==> src/rtl/apb_uart_csr_if.sv <==
// APB3/APB4 bus bundle between the fabric (master) and the UART CSR block (slave).
interface apb_uart_csr_if;
    logic        psel;
    logic        penable;
    logic        pwrite;
    logic [31:0] paddr;
    logic [31:0] pwdata;
    logic [3:0]  pstrb;
    logic [2:0]  pprot;
    logic [31:0] prdata;
    logic        pready;
    logic        pslverr;

    modport master (
        output psel, penable, pwrite, paddr, pwdata, pstrb, pprot,
        input  prdata, pready, pslverr
    );

    modport slave (
        input  psel, penable, pwrite, paddr, pwdata, pstrb, pprot,
        output prdata, pready, pslverr
    );
endinterface

==> src/rtl/apb_uart_csr.sv <==
// APB register block for the UART: DATA/BAUD/CTRL/IER/ISR/STATUS with wait states and slave errors.
// Define UART_CSR_PROT_EN to reject unprivileged writes (pprot[0]=0) to BAUD, CTRL and IER.
module apb_uart_csr #(
    parameter int DATA_W      = 8,
    parameter int BAUD_W      = 16,
    parameter int BAUD_RST    = 977,
    parameter int WAIT_STATES = 0
) (
    input  logic              pclk,
    input  logic              presetn,
    apb_uart_csr_if.slave     apb,
    input  logic              tx_full,
    input  logic              tx_empty,
    input  logic              rx_empty,
    input  logic              rx_full,
    input  logic [DATA_W-1:0] rx_data,
    output logic              tx_push,
    output logic [DATA_W-1:0] tx_data,
    output logic              rx_pop,
    output logic [BAUD_W-1:0] baud_val,
    output logic              ip_en,
    output logic              parity_en,
    output logic              parity_type,
    output logic [1:0]        tx_thr_val,
    output logic [1:0]        rx_thr_val,
    input  logic              ev_tx_thr,
    input  logic              ev_rx_thr,
    input  logic              ev_rx_ov,
    input  logic              ev_rx_pe,
    input  logic              ev_rx_fre,
    output logic              irq
);
    localparam logic [1:0]  WS     = 2'(WAIT_STATES);
    localparam logic [31:0] A_DATA = 32'h00;
    localparam logic [31:0] A_BAUD = 32'h04;
    localparam logic [31:0] A_CTRL = 32'h08;
    localparam logic [31:0] A_IER  = 32'h0C;
    localparam logic [31:0] A_ISR  = 32'h10;
    localparam logic [31:0] A_STAT = 32'h14;

    typedef enum logic [1:0] {IDLE, SETUP, ACCESS} state_t;

    state_t      state;
    logic [1:0]  wcnt;
    logic [7:0]  ctrl_q;
    logic [4:0]  ier_q;
    logic [4:0]  isr_q;
    logic [4:0]  ev;
    logic [4:0]  ev_q;
    logic [4:0]  isr_clr;
    logic [31:0] rd_mux;
    logic        done;
    logic        sel_data, sel_baud, sel_ctrl, sel_ier, sel_isr, sel_stat;
    logic        addr_bad, prot_bad, err;
    logic        wr_ok, rd_ok;
    logic        unused_bits;

    assign ev = {ev_rx_fre, ev_rx_pe, ev_rx_ov, ev_rx_thr, ev_tx_thr};

    assign sel_data = apb.paddr == A_DATA;
    assign sel_baud = apb.paddr == A_BAUD;
    assign sel_ctrl = apb.paddr == A_CTRL;
    assign sel_ier  = apb.paddr == A_IER;
    assign sel_isr  = apb.paddr == A_ISR;
    assign sel_stat = apb.paddr == A_STAT;
    assign addr_bad = (apb.paddr[1:0] != 2'b00) || (apb.paddr > A_STAT);

`ifdef UART_CSR_PROT_EN
    assign prot_bad = apb.pwrite & (sel_baud | sel_ctrl | sel_ier) & ~apb.pprot[0];
`else
    assign prot_bad = 1'b0;
`endif

    // Only bits that some register consumes are decoded; the rest is intentionally ignored.
    assign unused_bits = ^{apb.pprot, apb.pwdata, apb.pstrb[3:2]};

    assign err = addr_bad
               | (apb.pwrite & (sel_stat | ~apb.pstrb[0] | (sel_data & tx_full)
                                | (sel_baud & ~apb.pstrb[1]) | prot_bad))
               | (~apb.pwrite & sel_data & rx_empty);

    // Completion is the last ACCESS cycle with the master still holding the transfer.
    assign done  = (state == ACCESS) && apb.psel && apb.penable && (wcnt == WS);
    assign wr_ok = done & apb.pwrite & ~err;
    assign rd_ok = done & ~apb.pwrite & ~err;

    always_comb begin
        rd_mux = '0;
        if (sel_data)      rd_mux = 32'(rx_data);
        else if (sel_baud) rd_mux = 32'(baud_val);
        else if (sel_ctrl) rd_mux = 32'(ctrl_q);
        else if (sel_ier)  rd_mux = 32'(ier_q);
        else if (sel_isr)  rd_mux = 32'(isr_q);
        else if (sel_stat) rd_mux = {28'h0, rx_full, rx_empty, tx_full, tx_empty};
    end

    assign apb.pready  = done;
    assign apb.pslverr = done & err;
    assign apb.prdata  = rd_ok ? rd_mux : '0;

    always_ff @(posedge pclk or negedge presetn) begin
        if (!presetn) begin
            state <= IDLE;
            wcnt  <= '0;
        end else begin
            case (state)
                IDLE: if (apb.psel && !apb.penable) state <= SETUP;
                SETUP: begin
                    if (!apb.psel) begin
                        state <= IDLE;
                    end else if (apb.penable) begin
                        state <= ACCESS;
                        wcnt  <= '0;
                    end
                end
                ACCESS: begin
                    // Losing psel/penable aborts; completion also returns to IDLE, which picks up
                    // a back-to-back SETUP on the following cycle without losing alignment.
                    if (!(apb.psel && apb.penable) || wcnt == WS) begin
                        state <= IDLE;
                        wcnt  <= '0;
                    end else begin
                        wcnt <= wcnt + 2'd1;
                    end
                end
                default: begin
                    state <= IDLE;
                    wcnt  <= '0;
                end
            endcase
        end
    end

    always_ff @(posedge pclk or negedge presetn) begin
        if (!presetn) begin
            tx_push  <= 1'b0;
            rx_pop   <= 1'b0;
            tx_data  <= '0;
            baud_val <= BAUD_W'(BAUD_RST);
            ctrl_q   <= '0;
            ier_q    <= '0;
        end else begin
            tx_push <= wr_ok & sel_data;
            rx_pop  <= rd_ok & sel_data;
            if (wr_ok & sel_data) tx_data  <= apb.pwdata[DATA_W-1:0];
            if (wr_ok & sel_baud) baud_val <= apb.pwdata[BAUD_W-1:0];
            if (wr_ok & sel_ctrl) ctrl_q   <= apb.pwdata[7:0] & 8'hF7;
            if (wr_ok & sel_ier)  ier_q    <= apb.pwdata[4:0];
        end
    end

    assign ip_en       = ctrl_q[0];
    assign parity_en   = ctrl_q[1];
    assign parity_type = ctrl_q[2];
    assign tx_thr_val  = ctrl_q[5:4];
    assign rx_thr_val  = ctrl_q[7:6];

    assign isr_clr = (wr_ok & sel_isr) ? apb.pwdata[4:0] : 5'h0;

    // A fresh edge in the same cycle as a W1C wins, so no event is ever lost.
    always_ff @(posedge pclk or negedge presetn) begin
        if (!presetn) begin
            ev_q  <= '0;
            isr_q <= '0;
            irq   <= 1'b0;
        end else begin
            ev_q  <= ev;
            isr_q <= (isr_q & ~isr_clr) | (ev & ~ev_q);
            irq   <= |(isr_q & ier_q);
        end
    end
endmodule

==> src/flat_wrapper.sv <==
// flat-port wrapper written by rule: the top's interface ports become plain ports
module apb_uart_csr_flat 
#(
    parameter int DATA_W      = 8,
    parameter int BAUD_W      = 16,
    parameter int BAUD_RST    = 977,
    parameter int WAIT_STATES = 0
)
  (pclk, presetn, tx_full, tx_empty, rx_empty, rx_full, rx_data, tx_push, tx_data, rx_pop, baud_val, ip_en, parity_en, parity_type, tx_thr_val, rx_thr_val, ev_tx_thr, ev_rx_thr, ev_rx_ov, ev_rx_pe, ev_rx_fre, irq, apb_psel, apb_penable, apb_pwrite, apb_paddr, apb_pwdata, apb_pstrb, apb_pprot, apb_prdata, apb_pready, apb_pslverr);
  apb_uart_csr_if apb_i ();
  input  logic pclk;
  input  logic presetn;
  input  logic tx_full;
  input  logic tx_empty;
  input  logic rx_empty;
  input  logic rx_full;
  input  logic [DATA_W-1:0] rx_data;
  output logic tx_push;
  output logic [DATA_W-1:0] tx_data;
  output logic rx_pop;
  output logic [BAUD_W-1:0] baud_val;
  output logic ip_en;
  output logic parity_en;
  output logic parity_type;
  output logic [1:0] tx_thr_val;
  output logic [1:0] rx_thr_val;
  input  logic ev_tx_thr;
  input  logic ev_rx_thr;
  input  logic ev_rx_ov;
  input  logic ev_rx_pe;
  input  logic ev_rx_fre;
  output logic irq;
  input wire logic [$bits(apb_i.psel)-1:0] apb_psel;
  input wire logic [$bits(apb_i.penable)-1:0] apb_penable;
  input wire logic [$bits(apb_i.pwrite)-1:0] apb_pwrite;
  input wire logic [$bits(apb_i.paddr)-1:0] apb_paddr;
  input wire logic [$bits(apb_i.pwdata)-1:0] apb_pwdata;
  input wire logic [$bits(apb_i.pstrb)-1:0] apb_pstrb;
  input wire logic [$bits(apb_i.pprot)-1:0] apb_pprot;
  output wire logic [$bits(apb_i.prdata)-1:0] apb_prdata;
  output wire logic [$bits(apb_i.pready)-1:0] apb_pready;
  output wire logic [$bits(apb_i.pslverr)-1:0] apb_pslverr;
  assign apb_i.psel = apb_psel;
  assign apb_i.penable = apb_penable;
  assign apb_i.pwrite = apb_pwrite;
  assign apb_i.paddr = apb_paddr;
  assign apb_i.pwdata = apb_pwdata;
  assign apb_i.pstrb = apb_pstrb;
  assign apb_i.pprot = apb_pprot;
  assign apb_prdata = apb_i.prdata;
  assign apb_pready = apb_i.pready;
  assign apb_pslverr = apb_i.pslverr;
  apb_uart_csr #(.DATA_W(DATA_W), .BAUD_W(BAUD_W), .BAUD_RST(BAUD_RST), .WAIT_STATES(WAIT_STATES)) u_core (.pclk(pclk), .presetn(presetn), .apb(apb_i), .tx_full(tx_full), .tx_empty(tx_empty), .rx_empty(rx_empty), .rx_full(rx_full), .rx_data(rx_data), .tx_push(tx_push), .tx_data(tx_data), .rx_pop(rx_pop), .baud_val(baud_val), .ip_en(ip_en), .parity_en(parity_en), .parity_type(parity_type), .tx_thr_val(tx_thr_val), .rx_thr_val(rx_thr_val), .ev_tx_thr(ev_tx_thr), .ev_rx_thr(ev_rx_thr), .ev_rx_ov(ev_rx_ov), .ev_rx_pe(ev_rx_pe), .ev_rx_fre(ev_rx_fre), .irq(irq));
endmodule
==> config.mk <==
export PLATFORM = sky130hd
export DESIGN_NAME = apb_uart_csr_flat
export DESIGN_NICKNAME = d
export VERILOG_FILES = /design/src/rtl/apb_uart_csr_if.sv /design/src/rtl/apb_uart_csr.sv /design/src/flat_wrapper.sv
export SDC_FILE = /design/constraint.sdc
export NUM_CORES = 1
export LEC_CHECK = 0
export CORE_ASPECT_RATIO = 1.1
export CORE_MARGIN = 5
export CORE_UTILIZATION = 34
export DETAILED_ROUTE_END_ITERATION = 10
export PLACE_DENSITY = 0.76
export SYNTH_ARGS = -nofsm -noshare
export SYNTH_HDL_FRONTEND = slang
export SYNTH_SLANG_ARGS = --single-unit
==> constraint.sdc <==
create_clock -name pclk -period 2.94 [get_ports pclk]
set_clock_uncertainty 0.1 [all_clocks]
set_input_delay 0.588 -clock pclk [delete_from_list [all_inputs] [get_ports pclk]]
set_output_delay 0.588 -clock pclk [all_outputs]
set_load 0.02 [all_outputs]
==> metrics.yaml <==
yosys-top-cells-count: "dfrtp_1, mux2_2, buf_4"
slew_viol_final: 0
final-hold-violation-count: 0
detail-route-antenna-nets: 0
worst_slack_ns: -0.0983
layout.nets: 517
leakagePower_uw: 0.00219
required_ns: 2.25
end_kind: "output port"
rr_endpoint: "u_core.tx_data[2]"
setup_tns_ns: -1.01
grt_pass1_wl_mm: 14.4
finalWeightedCongestion: 0.904
arrival_ns: 2.35
clk_pin_slew_worst_paths_ns: 0.10
cts.sinks: 53
ys_async_sr_fraction: 1.00
rsz0062_at_grt: "true"
num_rows: 34
p_seq_frac: 0.537
syn_area_sq_mm: 0.00277
place_ws_ns: -0.942
swShare: 0.253
drt-total-wl_mm: 9.27
grt_overflow_total: 0
power_frac_comb: 0.164
die_area_sq_mm: 0.0101
drt-pass1-iter-count: 4
timing.final.crit_share: 1.03
cts_tree: "built"
hold_class: "in -> async"
yosysMostFrequentCell: "dfrtp_1"
drive_above_1_share: 0.370
io_pins: 161
reg2reg_slack_ns: 0.55
worstSetupPathType: "in -> out"
nFillCells: 648
cp_cell_sequence: "buf_6 -> nor4_4 -> nand3_2 -> a2111o_1 -> or4_4 -> buf_12 -> a211oi_4 -> buf_6"
avgSynthCellArea_sq_um: 11.4
htreeDepth: 2
cp-startpoint: "apb_paddr[6]"
max-clock-path-buffers: 2
vdd_drop_max_uv: 255
grt_max_degree: 23
worstSkewPairLatency_ns: 0.30
synthToLayoutAreaGrowth_pct: 72.4
grt.total_usage: 0.182
slowest_stage: "or4_4"
start_util: 0.350
cap_violations: 0
numCtsBuffers: 5
synth_edf_count: 0
ys_ff_latch: 53
holdBufCountCts: 0
hpwlAfterDp_mm: 6.89
synth_warnings: 0
synthDistinctLibCells: 46
port_buffers: 123
worstSetupStartpointType: "primary input"
fin_crit_ns: 3.04
cts_root_buffer: "clkbuf_8"
ys.flop_type: "dfrtp_1"
core-area_sq_mm: 0.00791
clkPwrFrac: 0.299
critPathMostFrequentCell: "buf_6"
internal_power_uw: 1020
die_w_microns: 96.1
drc: 0
max_freq_mhz: 329
critPathMaxStageDelay_ns: 0.44
vias: 2619
r2r_cells: 9
r2r-start: "u_core.state[0]"
p_sw_uw: 346
powerDensity_mw_per_mm2: 287
synth_top_area_cell: "dfrtp_1"
avgViaCountPerCell: 4.91
slew-limit-headroom: 0.620
grt_pass1_vias: 2868
grt_antenna_before_repair: 1
synthCells: 244
post_drt_wl_per_cell_microns: 17.4
synth_top_area_frac: 0.425
worstMarginPinSlew_ns: 0.571
fp.dieH_microns: 105
drtIter0Drc: 160
violations: "negative setup slack"
crit_fanout: 8
yosys-top-cells-area: "dfrtp_1, mux2_2, dfstp_2"
yosysSeqAreaShare: 0.481
status: "finished with violations"
setup_viol: 16
[state kept, by name, summed over array words and instances, names as in the netlist]
register,flops
u_core.rx_pop,1
u_core.wcnt,2
u_core.tx_push,1
u_core.irq,1
u_core.baud_val,16
u_core.state,2
u_core.ev_q,5
u_core.tx_data,8
u_core.isr_q,5
u_core.ier_q,5
u_core.ctrl_q,7
[through the flow]
stage               cell area (sq um)  power (uW)  instances  hold WS, ns  utilization
finish                           4780        1370        533        0.106        0.604
CTS                              4690        1370        530        0.113        0.592
global placement                 4440         960        511        0.371        0.561
global route                     4780        1420        533        0.130        0.604
detailed placement               4440         964        511        0.378        0.561
floorplan                        2870         821        259        0.192            -
[cells in the final DEF (no fill, tap or decap), types with 4 or more instances in the layout]
cell type / instances
mux2_1: 5
mux2i_1: 5
conb_1: 16
mux2_2: 32
a21oi_2: 5
buf_6: 20
buf_2: 6
buf_4: 51
clkbuf_8: 5
nor2b_1: 6
buf_12: 4
nor2_1: 12
dfstp_2: 6
dfrtp_1: 47
a221o_1: 5
and3_1: 5
dlymetal6s2s_1: 4
dlygate4sd2_1: 20
a22oi_1: 4
nand2_1: 9
clkdlybuf4s50_1: 71
o21ai_0: 5
and3_4: 6
inv_1: 10
[routing by layer]
| layer | share of wire | vias up | GRT usage |
|---|---|---|---|
| met4 | 0.017 | 0 | 0.0508 |
| met2 | 0.51 | 101 | 0.316 |
| li1 | - | 1232 | - |
| met5 | 0 | - | 0 |
| met3 | 0.079 | 11 | 0.0489 |
| met1 | 0.39 | 1275 | 0.217 |
[cell families (layout without fill, tap and decap cells)]
family                     after synthesis  count (layout)  synth area share
DFF                                     53              53             0.481
other                                    1              17           0.00135
buffers and inverters                   33             198            0.0687
and+or+nand+nor                         72              72             0.159
muxes                                   42              42             0.168
adders and majority gates                1               1           0.00452
AOI/OAI and AO/OA                       42              42             0.117
[power by group through the flow]
stage	Clock [uW]	Sequential (uW)	Combinational [uW]
detailed placement	0	749	214
global route	440	736	242
global placement	0	749	210
floorplan	0	750	71.2
finish	409	735	225
CTS	414	735	222
[cell type report]
type                    count  area [sq um]  share of cell area
multi-input cells         173          1460               0.306
well taps                 108           135              0.0283
clock buffers               6          72.6              0.0152
inverters                  10          37.5             0.00786
diodes                      1          2.50            0.000524
repair buffers            180          1720               0.360
flip-flops and latches     53          1330               0.279
clock inverters             2          13.8             0.00288
[timing repair]
action | in CTS | in global routing
cloned | 2 | 0
resized for setup | 169 | 17
endpoints found under the setup margin | 17 | 17
buffers inserted | 9 | 2
pin swaps | 14 | 10
[critical path, delay by kind of cell]
| kind | cells | cell delay, ns |
|---|---|---|
| buffers and inverters | 3 | 0.42 |
| AOI/OAI and AO/OA | 2 | 0.48 |
| and+or+nand+nor | 3 | 0.86 |
[worst max-delay path by stage]
| stage | cells after the start | end | slack, ns |
|---|---|---|---|
| detailed placement | 8 | apb_prdata[5] | -0.94 |
| finish | 8 | apb_prdata[6] | -0.1 |
| CTS | 8 | apb_prdata[6] | -0.31 |
| floorplan | 6 | apb_prdata[5] | 0.007 |
| global placement | 8 | apb_prdata[6] | -0.89 |
| global route | 9 | apb_prdata[9] | -0.18 |
(Power assumes the default switching activity.)
